`src/rtl/io_input_conditioner.sv`:
```
`default_nettype none
// ============================================================================
// Module   : io_input_conditioner
// Purpose  : Front-end for the core io_input_bus. Every raw KEY/SW pin goes
//            through a 2-flop synchronizer and a per-bit debounce filter.
//            The result is clean levels in the layout {KEY, SW}, with
//            pressed=1. The block also produces one-cycle press and change
//            pulses.
// Revision : 1.0 - initial release
// ----------------------------------------------------------------------------
// Ports
//   clock           in   system clock, rising edge
//   reset           in   synchronous active-high reset
//   key_raw         in   [KEY_WIDTH]  asynchronous push-button pins
//   sw_raw          in   [SW_WIDTH]   asynchronous slide-switch pins
//   io_input_bus    out  [KEY_WIDTH+SW_WIDTH] debounced {KEY, SW}, pressed=1
//   key_press_pulse out  [KEY_WIDTH]  one-cycle pulse per debounced press
//   input_changed   out  one-cycle pulse when any debounced bit changes
// Optional feature
//   IO_KEY_REPEAT_EN : when defined, a held key re-fires key_press_pulse
//                      every REPEAT_CYCLES cycles.
// ============================================================================
module io_input_conditioner #(
  parameter int DEBOUNCE_CYCLES = 50000,
  parameter int KEY_WIDTH       = 4,
  parameter int SW_WIDTH        = 10,
  parameter int KEY_ACTIVE_LOW  = 1,
  parameter int REPEAT_CYCLES   = 25000000
) (
  input  logic                          clock,
  input  logic                          reset,
  input  logic [KEY_WIDTH-1:0]          key_raw,
  input  logic [SW_WIDTH-1:0]           sw_raw,
  output logic [KEY_WIDTH+SW_WIDTH-1:0] io_input_bus,
  output logic [KEY_WIDTH-1:0]          key_press_pulse,
  output logic                          input_changed
);

  localparam int NBITS = KEY_WIDTH + SW_WIDTH;
  localparam int CNT_W = (DEBOUNCE_CYCLES > 1) ? $clog2(DEBOUNCE_CYCLES) : 1;
  localparam logic [CNT_W-1:0] CNT_MAX = CNT_W'(DEBOUNCE_CYCLES - 1);
  localparam logic KEY_IDLE = (KEY_ACTIVE_LOW != 0);
  // Inactive raw level of every pin. It is also the XOR mask that turns
  // active-low keys into pressed=1.
  localparam logic [NBITS-1:0] RAW_IDLE = {{KEY_WIDTH{KEY_IDLE}}, {SW_WIDTH{1'b0}}};

  logic [NBITS-1:0]     sync1_q, sync2_q;
  logic [NBITS-1:0]     deb_q, deb_d;
  logic [CNT_W-1:0]     cnt_q [NBITS];
  logic [CNT_W-1:0]     cnt_d [NBITS];
  logic [KEY_WIDTH-1:0] pulse_q, pulse_d;
  logic                 changed_q, changed_d;

  logic [NBITS-1:0]     w_norm;
  logic [KEY_WIDTH-1:0] w_key_rise;

  // --------------------------------------------------------------------------
  // Synchronizer. It resets to the idle pin level, so that a key that is not
  // pressed never looks like a press coming out of reset.
  // --------------------------------------------------------------------------
  always_ff @(posedge clock) begin
    if (reset) begin
      sync1_q <= RAW_IDLE;
      sync2_q <= RAW_IDLE;
    end else begin
      sync1_q <= {key_raw, sw_raw};
      sync2_q <= sync1_q;
    end
  end

  assign w_norm = sync2_q ^ RAW_IDLE;

  // --------------------------------------------------------------------------
  // Per-bit debounce. Any agreement clears the count, so a glitch that
  // reverses mid-count carries no partial credit into the next attempt.
  // --------------------------------------------------------------------------
  always_comb begin
    deb_d = deb_q;
    for (int i = 0; i < NBITS; i++) begin
      cnt_d[i] = '0;
      if (w_norm[i] != deb_q[i]) begin
        if (cnt_q[i] == CNT_MAX) begin
          deb_d[i] = w_norm[i];
        end else begin
          cnt_d[i] = cnt_q[i] + CNT_W'(1);
        end
      end
    end
  end

  assign w_key_rise = deb_d[NBITS-1:SW_WIDTH] & ~deb_q[NBITS-1:SW_WIDTH];
  assign changed_d  = |(deb_d ^ deb_q);

`ifdef IO_KEY_REPEAT_EN
  localparam int REP_W = (REPEAT_CYCLES > 1) ? $clog2(REPEAT_CYCLES) : 1;
  localparam logic [REP_W-1:0] REP_MAX = REP_W'(REPEAT_CYCLES - 1);

  logic [REP_W-1:0]     rep_q [KEY_WIDTH];
  logic [REP_W-1:0]     rep_d [KEY_WIDTH];
  logic [KEY_WIDTH-1:0] w_rep_fire;

  // A repeat counter runs only while the key was 1 and stays 1. This clears
  // it on the press cycle and on release, and suppresses the repeat in the
  // same cycle that the key falls.
  always_comb begin
    for (int i = 0; i < KEY_WIDTH; i++) begin
      rep_d[i]      = '0;
      w_rep_fire[i] = 1'b0;
      if (deb_q[SW_WIDTH+i] && deb_d[SW_WIDTH+i]) begin
        if (rep_q[i] == REP_MAX) begin
          w_rep_fire[i] = 1'b1;
        end else begin
          rep_d[i] = rep_q[i] + REP_W'(1);
        end
      end
    end
  end

  always_ff @(posedge clock) begin
    for (int i = 0; i < KEY_WIDTH; i++) begin
      if (reset) rep_q[i] <= '0;
      else       rep_q[i] <= rep_d[i];
    end
  end

  assign pulse_d = w_key_rise | w_rep_fire;
`else
  // Without auto-repeat, REPEAT_CYCLES has no effect. It is tied off here so
  // that it is visibly consumed.
  logic w_unused_repeat;
  assign w_unused_repeat = REPEAT_CYCLES[0];
  assign pulse_d         = w_key_rise;
`endif

  // --------------------------------------------------------------------------
  // State and output registers. The pulses are registered on the same edge
  // as deb_q. As a result, each pulse is high in exactly the cycle in which
  // the new debounced level first appears on io_input_bus.
  // --------------------------------------------------------------------------
  always_ff @(posedge clock) begin
    if (reset) begin
      deb_q     <= '0;
      pulse_q   <= '0;
      changed_q <= 1'b0;
    end else begin
      deb_q     <= deb_d;
      pulse_q   <= pulse_d;
      changed_q <= changed_d;
    end
    for (int i = 0; i < NBITS; i++) begin
      if (reset) cnt_q[i] <= '0;
      else       cnt_q[i] <= cnt_d[i];
    end
  end

  assign io_input_bus    = deb_q;
  assign key_press_pulse = pulse_q;
  assign input_changed   = changed_q;

endmodule
`default_nettype wire

```
`config.mk`:
```
export PLATFORM = sky130hd
export DESIGN_NAME = io_input_conditioner
export DESIGN_NICKNAME = d
export VERILOG_FILES = /design/src/rtl/io_input_conditioner.sv
export SDC_FILE = /design/constraint.sdc
export NUM_CORES = 1
export LEC_CHECK = 0
export BUFFER_PORTS_ARGS = -buffer_cell sky130_fd_sc_hd__buf_2
export CORE_AREA = 10 10 169 171
export CTS_CLUSTER_DIAMETER = 30
export CTS_CLUSTER_SIZE = 40
export DETAILED_ROUTE_END_ITERATION = 7
export DIE_AREA = 0 0 179 181
export GPL_ROUTABILITY_DRIVEN = 0
export SYNTH_ARGS = -nofsm -noshare
export SYNTH_HDL_FRONTEND = slang
export SYNTH_SLANG_ARGS = --single-unit
```
`constraint.sdc`:
```
create_clock -name clock -period 2.9 [get_ports clock]
set_clock_uncertainty 0.1 [all_clocks]
set_input_delay 0.435 -clock clock [delete_from_list [all_inputs] [get_ports clock]]
set_output_delay 0.435 -clock clock [all_outputs]
set_load 0.02 [all_outputs]
```
==> results.md, run 1 <==
* Status: completed
* Setup slack, reg-to-reg at ~0.63 ns
* Final hold vios at 0
* IR Drop Worst-Case VDD at about 0.00047 V
* Multi-input gate area at around 5500 um2
* H-tree depth at 2
* Die W at roughly 180 um
* Final period utilization at 0.7821
* FFs w/ async S/R, synth at 0
* Worst EP required at 3.17 ns
* Final WS setup at around 0.63 ns
* Congestion Overflow GR at 0
* Ports at 35
* Power, Total at 0.009548 W
* CP arrival at approximately 2.5 ns
* Fill count at between 2000 and 2500
* CP peak stage delay at about 0.37 ns
* CP Capture Type: register
* Worst Setup SP: cnt_q[1][80]
* Layout cell share with drive strength beyond 1 at 0.1027
* Final core occ at 0.5357
* Hold WS at 0.01914 ns
* Post-synth EDFFs at 0
* Tot GR Track Use at 0.1280
* Crit-path max FO at 4
* Synth Flop Type: dfxtp_1
* Final max-slew violation count at 0
* Syn_area_per_cell at roughly 9 um2
* Global-route wire length before repair at about 36000 um
* Type of element launching the critical path: register
* Core region area at approximately 25000 um2
* Gate Count Post-Synth at about 1200
* Worst slew margin at 0.5680
* WL final at slightly above 20000 um
* Number of synthesized register bits at 271
* Slowest cell on crit path: dfxtp_1
* Sequential area share after synthesis at 0.4858
* Leak pwr at 4.686 nW
* Antenna Cells at 0
* Cell Pwr Density at 712.0 nW/um2
* NumNets Final at roughly 1300
* Crit path capture: input_changed
* Avg WL per Cell at around 12 um
* Synth warn at 0
* Area growth syn-to-layout at 20.09%
* Post-DRT Antenna Nets at 0
* Pre-antenna DRT Iters at 4
* Rows at between 50 and 60
* Worst Hold Depth at 2
* Distinct cells, synth at 42
* Clock root cell: clkbuf_16
* Setup tns final at 0 ns
* Worst-Margin Slew at 0.6420 ns
* Peak Freq at around 440 MHz
* Vias in the first global route at ~8000
* Worst-path clk slew at ~0.05 ns
* Register area at 5425 um2
* Largest net degree at the start of global routing at 30
* TritonCTS clock tree: built
* Syn Nets at roughly 1300
* WS Path Type: reg2reg
* DR DRC count at 0
* Die area at roughly 32000 um2
* Num CTS Buffers at 52
* Critical-path cell list: ha_1, and3_1, nand4_1, mux2i_1, ha_1, nand4_1, a211oi_1, a31oi_1
* # resized after CTS at 0
* Post-CTS Setup Inserts at 0
* Clock sink total at ~270
* Routed vias/inst at ~5
* Clock insertion delay at the later pin of the skew report at approximately 0.53 ns
* Setup violators final at 0
* Commonest non-fill, non-tap cells in the layout: dfxtp_1, nor2_1, xor2_1, xnor2_1, nand3_1
* Worst reg2reg endpoint: input_changed
* Die height at 181 um
* RSZ-0062 raised after global routing: no
* Dpl ws at between 0.6 and 0.7 ns
* Hold Path Class: in2reg
* Starting density of the core at 0.4461
* Max-capacitance violation count at 0
* Reg2reg start: cnt_q[1][80]
* Mapped cell area at approximately 11000 um2
* Clk buf depth at 3
* Most common cell after layout, fill and taps aside: dfxtp_1
* Minimum clock period at roughly 2.3 ns
* Initial DRC Count at ~360
* Reg2reg path depth at 8
* Antenna violations before repair at 0
* IO buf count at 34
* HPWL after DPL at between 10000 and 15000 um
* Vias post-DR at around 8200
-- critical path: cells and delay by family (launching register included) --
family | cells | cell delay (ns)
muxes | 1 | 0.18
DFF | 1 | 0.37
AOI/OAI and AO/OA | 2 | 0.37
adders and majority gates | 2 | 0.56
and+or+nand+nor | 3 | 0.53
-- cell usage after synthesis (2+ instances only) --
| master | n | area (um2) |
|---|---|---|
| o21ai_0 | 7 | 35.03 |
| buf_2 | 4 | 20.02 |
| xnor2_1 | 98 | 858.3 |
| nor2_1 | 267 | 1002 |
| inv_1 | 25 | 93.84 |
| nor2b_1 | 30 | 187.7 |
| xor2_1 | 105 | 919.6 |
| or2_2 | 9 | 56.30 |
| nor3_1 | 33 | 165.2 |
| and4_1 | 13 | 113.9 |
| nor4b_1 | 10 | 87.58 |
| or3_1 | 13 | 81.33 |
| mux2i_1 | 14 | 140.1 |
| nand4b_1 | 3 | 26.28 |
| nand3_1 | 80 | 400.4 |
| ha_1 | 18 | 225.2 |
| buf_6 | 2 | 22.52 |
| and3_1 | 41 | 256.5 |
| and4b_1 | 3 | 30.03 |
| or3b_2 | 2 | 17.52 |
| and2_1 | 8 | 50.05 |
| nor4_2 | 2 | 25.02 |
| nand3b_1 | 2 | 15.01 |
| nand4_1 | 41 | 256.5 |
| nand2_1 | 75 | 281.5 |
| or4_1 | 3 | 22.52 |
| or4b_1 | 2 | 20.02 |
| a21oi_1 | 7 | 35.03 |
| nor4_1 | 12 | 75.07 |
| clkbuf_1 | 18 | 67.56 |
| dfxtp_1 | 271 | 5425 |
| nand2b_1 | 3 | 18.77 |
| nor4bb_1 | 5 | 50.05 |
-- sequential cells by signal (all words and copies together) (netlist names) --
register and cells:
cnt_q 224, io_input_bus 14, sync1_q 14, sync2_q 14
key_press_pulse 4, input_changed 1
-- cell families after synthesis --
logic type / Yosys count / share of synthesized area
XOR/XNOR: 203 / 0.1592
multiplexers: 14 / 0.01255
buffers and inverters: 51 / 0.02073
AND/OR/NAND/NOR: 659 / 0.2917
flip-flops: 271 / 0.4858
adder cells (fa/ha/maj): 18 / 0.02017
AO/OA/AOI/OAI: 19 / 0.009859
-- power by group --
| group | switching (W) | total, W | leakage, nW | internal [W] |
|---|---|---|---|---|
| Sequential | 0.0000127 | 0.00377 | 2.19 | 0.00376 |
| Combinational | 0.0000521 | 0.0000879 | 1.66 | 0.0000358 |
| Clock | 0.00186 | 0.00569 | 0.839 | 0.00383 |
-- worst min-delay path by stage --
stage                            from     endpoint  slack [ns]
after floorplan           sync1_q[10]  sync2_q[10]        0.29
after global placement    sync1_q[13]  sync2_q[13]        0.29
after detailed placement  sync1_q[12]  sync2_q[12]        0.29
after CTS                   sw_raw[6]   sync1_q[6]      0.0003
after global routing        sw_raw[9]   sync1_q[9]        0.02
final                       sw_raw[6]   sync1_q[6]        0.02
-- routing by layer --
metal | global-route usage | wire length, um | part of all wire | vias to the layer above
met2 | 0.1967 | 8799 | 0.43 | 108
met1 | 0.1695 | 10230 | 0.50 | 3718
met4 | 0.04433 | 489 | 0.024 | 0
li1 | - | - | - | 4308
met5 | 0 | 0 | 0 | -
met3 | 0.03315 | 974 | 0.048 | 48
-- timing repair --
action / in CTS / in global routing
setup endpoints to repair: 0 / 0
hold buffers: 5 / 0
endpoints found under the hold margin: 5 / 0
-- layout make-up --
class | instances | share of cell area
clock buffers | 68 | 0.1106
clock inverters | 24 | 0.01661
inverters | 25 | 0.006997
multi-input cells | 913 | 0.4110
flip-flops and latches | 271 | 0.4045
well taps | 330 | 0.03079
repair buffers | 43 | 0.01959
-- stage by stage --
| stage | instance area, um2 | instances |
|---|---|---|
| after global placement | 11660 | 1577 |
| after detailed placement | 11660 | 1577 |
| after global routing | 13410 | 1674 |
| after floorplan | 11170 | 1235 |
| final | 13410 | 1674 |
| after CTS | 13410 | 1674 |
Power figures use the tool's default switching activity.
==> inputs of run 2 (changes only) <==
- clock period: 2.9 -> 2.3 ns (I/O delays scaled with it)
==> run 2 against run 1 <==
Against the previous run: clock power rose by 50%; cell area rose by 4.0%; worst setup slack got worse by 0.48 ns; total power rose by 40%; critical path depth did not move; routed wire length rose by 2.0%; global-route usage rose by 0.18 points; die area did not move; non-clock buffer count rose by 20; critical path type unchanged; largest cell class unchanged.
==> results.md, run 2 (synthesis gave the netlist of run 1 again) <==
* Final period utilization at 0.9360 (+0.1539)
* Commonest non-fill, non-tap cells in the layout: dfxtp_1, nor2_1, xor2_1, xnor2_1, nand3_1
* WL final at 20900 um (+2.0%)
* Post-DRT Antenna Nets at 0 (unchanged)
* Largest net degree at the start of global routing at 35 (+17%)
* Rows at 58 (unchanged)
* H-tree depth at 2 (unchanged)
* Dpl ws at 0.02553 ns (-0.6477 ns)
* Worst Setup SP: cnt_q[1][48]
* Congestion Overflow GR at 0 (unchanged)
* Leak pwr at 4.914 nW (+4.9%)
* WS Path Type: reg2reg
* IR Drop Worst-Case VDD at 0.0006910 V (+46%)
* IO buf count at 34 (unchanged)
* Global-route wire length before repair at 36330 um (+0.84%)
* Dpl cells at 1587 (+0.63%)
* Slowest cell on crit path: dfxtp_1
* Avg WL per Cell at 12.25 um (about the same)
* Sequential share of power at 0.355 (-0.040)
* Initial DRC Count at 313 (-14%)
* Most common cell after layout, fill and taps aside: dfxtp_1
* Max-capacitance violation count at 0 (unchanged)
* Die area at 32400 um2 (unchanged)
* Non-Filler Instances at 1706 (+1.9%)
* Tot GR Track Use at 0.1298 (+0.001777)
* Num CTS Buffers at 57 (+9.6%)
* Critical-path cell list: ha_1, and3_1, nand4_1, mux2i_1, ha_1, nand4_1, a211oi_2, a31oi_1
* Cell Pwr Density at 960.2 nW/um2 (+35%)
* Reg2reg start: cnt_q[1][48]
* Clock insertion delay at the later pin of the skew report at 0.54 ns (about the same)
* Worst slew margin at 0.5919 (+0.02391)
* Antenna Cells at 0 (unchanged)
* Layout cell share with drive strength beyond 1 at 0.1221 (+0.01941)
* TritonCTS clock tree: built
* Worst-Margin Slew at 0.6065 ns (-0.03554 ns)
* Largest register FFs at 224 (unchanged)
* HP Start: reset
* Worst-path clk slew at 0.05 ns (about the same)
* Pre-antenna DRT Iters at 4 (unchanged)
* Hold Path Class: in2reg
* Fin area at 13950 um2 (+4.0%)
* Vias in the first global route at 8014 (+2.0%)
* Minimum clock period at 2.153 ns (-0.1153 ns)
* CP arrival at 2.47 ns (-0.07 ns)
* Final max-slew violation count at 0 (unchanged)
* Net Sw Power at 0.002683 W (+39%)
* Die height at 181 um (unchanged)
* Hold WS at 0.02782 ns (+0.008677 ns)
* Most flops, register: cnt_q
* Antenna violations before repair at 0 (unchanged)
* CP Capture Type: register
* Power share of the combinational group at 0.009 (about the same)
* Switching Fraction at 0.2003 (-0.001384)
* DR DRC count at 0 (unchanged)
* Clock root cell: clkbuf_16
* Ports at 35 (unchanged)
* Int Pwr at 0.01071 W (+41%)
* Crit-path max FO at 4 (unchanged)
* Final hold vios at 0 (unchanged)
* Routed vias/inst at 4.847 (-0.83%)
* Setup violators final at 0 (unchanged)
* Final core occ at 0.5571 (+0.02144)
* Type of element launching the critical path: register
* Area growth syn-to-layout at 24.89%
* Worst EP required at 2.62 ns (-0.55 ns)
* Status: completed
* NumNets Final at 1365 (+1.9%)
* Die W at 179 um (unchanged)
* Final WS setup at 0.1473 ns (-0.4847 ns)
* Peak Freq at 464.5 MHz (+5.4%)
* Vias post-DR at 8269 (+1.1%)
* Fill count at 2208 (-6.7%)
* Core region area at 25040 um2 (unchanged)
* Starting density of the core at 0.4461 (unchanged)
* Clock sink total at 271 (unchanged)
* Placed Area at 11730 um2 (+0.64%)
* HPWL after DPL at 13990 um (+2.2%)
* CP peak stage delay at 0.36 ns (about the same)
* Clk buf depth at 3 (unchanged)
* Clock power frac at 0.636 (+0.040)
run 2: cell count changes in the layout (fill, tap and decap cells not counted), moves of 2 or more:
| cell | previous run | this run |
|---|---|---|
| clkbuf_16 | 53 | 59 |
| clkinv_2 | 12 | 7 |
| clkbuf_8 | 10 | 4 |
| buf_4 | 3 | 14 |
| clkinvlp_4 | 5 | 9 |
| dlygate4sd3_1 | 5 | 14 |
| clkinv_4 | 1 | 8 |
| clkbuf_1 | 5 | 3 |
| bufinv_16 | 3 | 10 |
run 2: path summary, 6_finish.rpt:
path | to | slack (ns) | cells after the start
max | input_changed | 0.15 | 8
min | io_input_bus[5] | 0.03 | 2
max reg2reg | input_changed | 0.15 | 8
min reg2reg | sync2_q[11] | 0.31 | 1
run 2: metal layers:
| layer | vias to the layer above | global-route usage | wire length, um |
|---|---|---|---|
| met4 | 0 | 0.05194 | 550 |
| li1 | 4355 | - | - |
| met2 | 118 | 0.1963 | 8996 |
| met5 | - | 0 | 0 |
| met1 | 3744 | 0.1704 | 10370 |
| met3 | 52 | 0.03586 | 983 |
run 2: timing repair:
| item | 4_1_cts | 5_1_grt |
|---|---|---|
| buffers inserted | 0 | 1 |
| endpoints found under the setup margin | 0 | 1 |
| hold buffers | 14 | 0 |
| resized for setup | 0 | 5 |
| endpoints found under the hold margin | 14 | 0 |
run 2: layout make-up:
type / instances / area [um2] / area share
multi-input cells: 913 / 5529 / 0.3964
flip-flops and latches: 271 / 5426 / 0.3890
repair buffers: 63 / 435.4 / 0.03122
clock buffers: 66 / 1543 / 0.1106
inverters: 25 / 93.84 / 0.006728
well taps: 330 / 412.9 / 0.02960
clock inverters: 38 / 508.0 / 0.03642
run 2: power groups by stage:
stage | Combinational (W) | Clock [W] | Sequential, W
after floorplan | 0.0000741 | 0 | 0.00484
after global placement | 0.000108 | 0 | 0.00484
after detailed placement | 0.000108 | 0 | 0.00484
after CTS | 0.000127 | 0.00869 | 0.00475
after global routing | 0.000141 | 0.00896 | 0.00475
final | 0.000124 | 0.00851 | 0.00476
run 2: stage by stage:
stage | power [W] | setup TNS (ns)
after floorplan | 0.004914 | 0
after global placement | 0.004952 | 0
after detailed placement | 0.004953 | 0
after CTS | 0.01358 | 0
after global routing | 0.01386 | -0.04042
final | 0.01339 | 0
run 2: worst max-delay path, delay by kind of cell (launching register included):
family                   cells  cell delay [ns]
flip-flops                   1             0.36
AND/OR/NAND/NOR              3             0.57
AO/OA/AOI/OAI                2             0.32
multiplexers                 1             0.18
adder cells (fa/ha/maj)      2             0.49
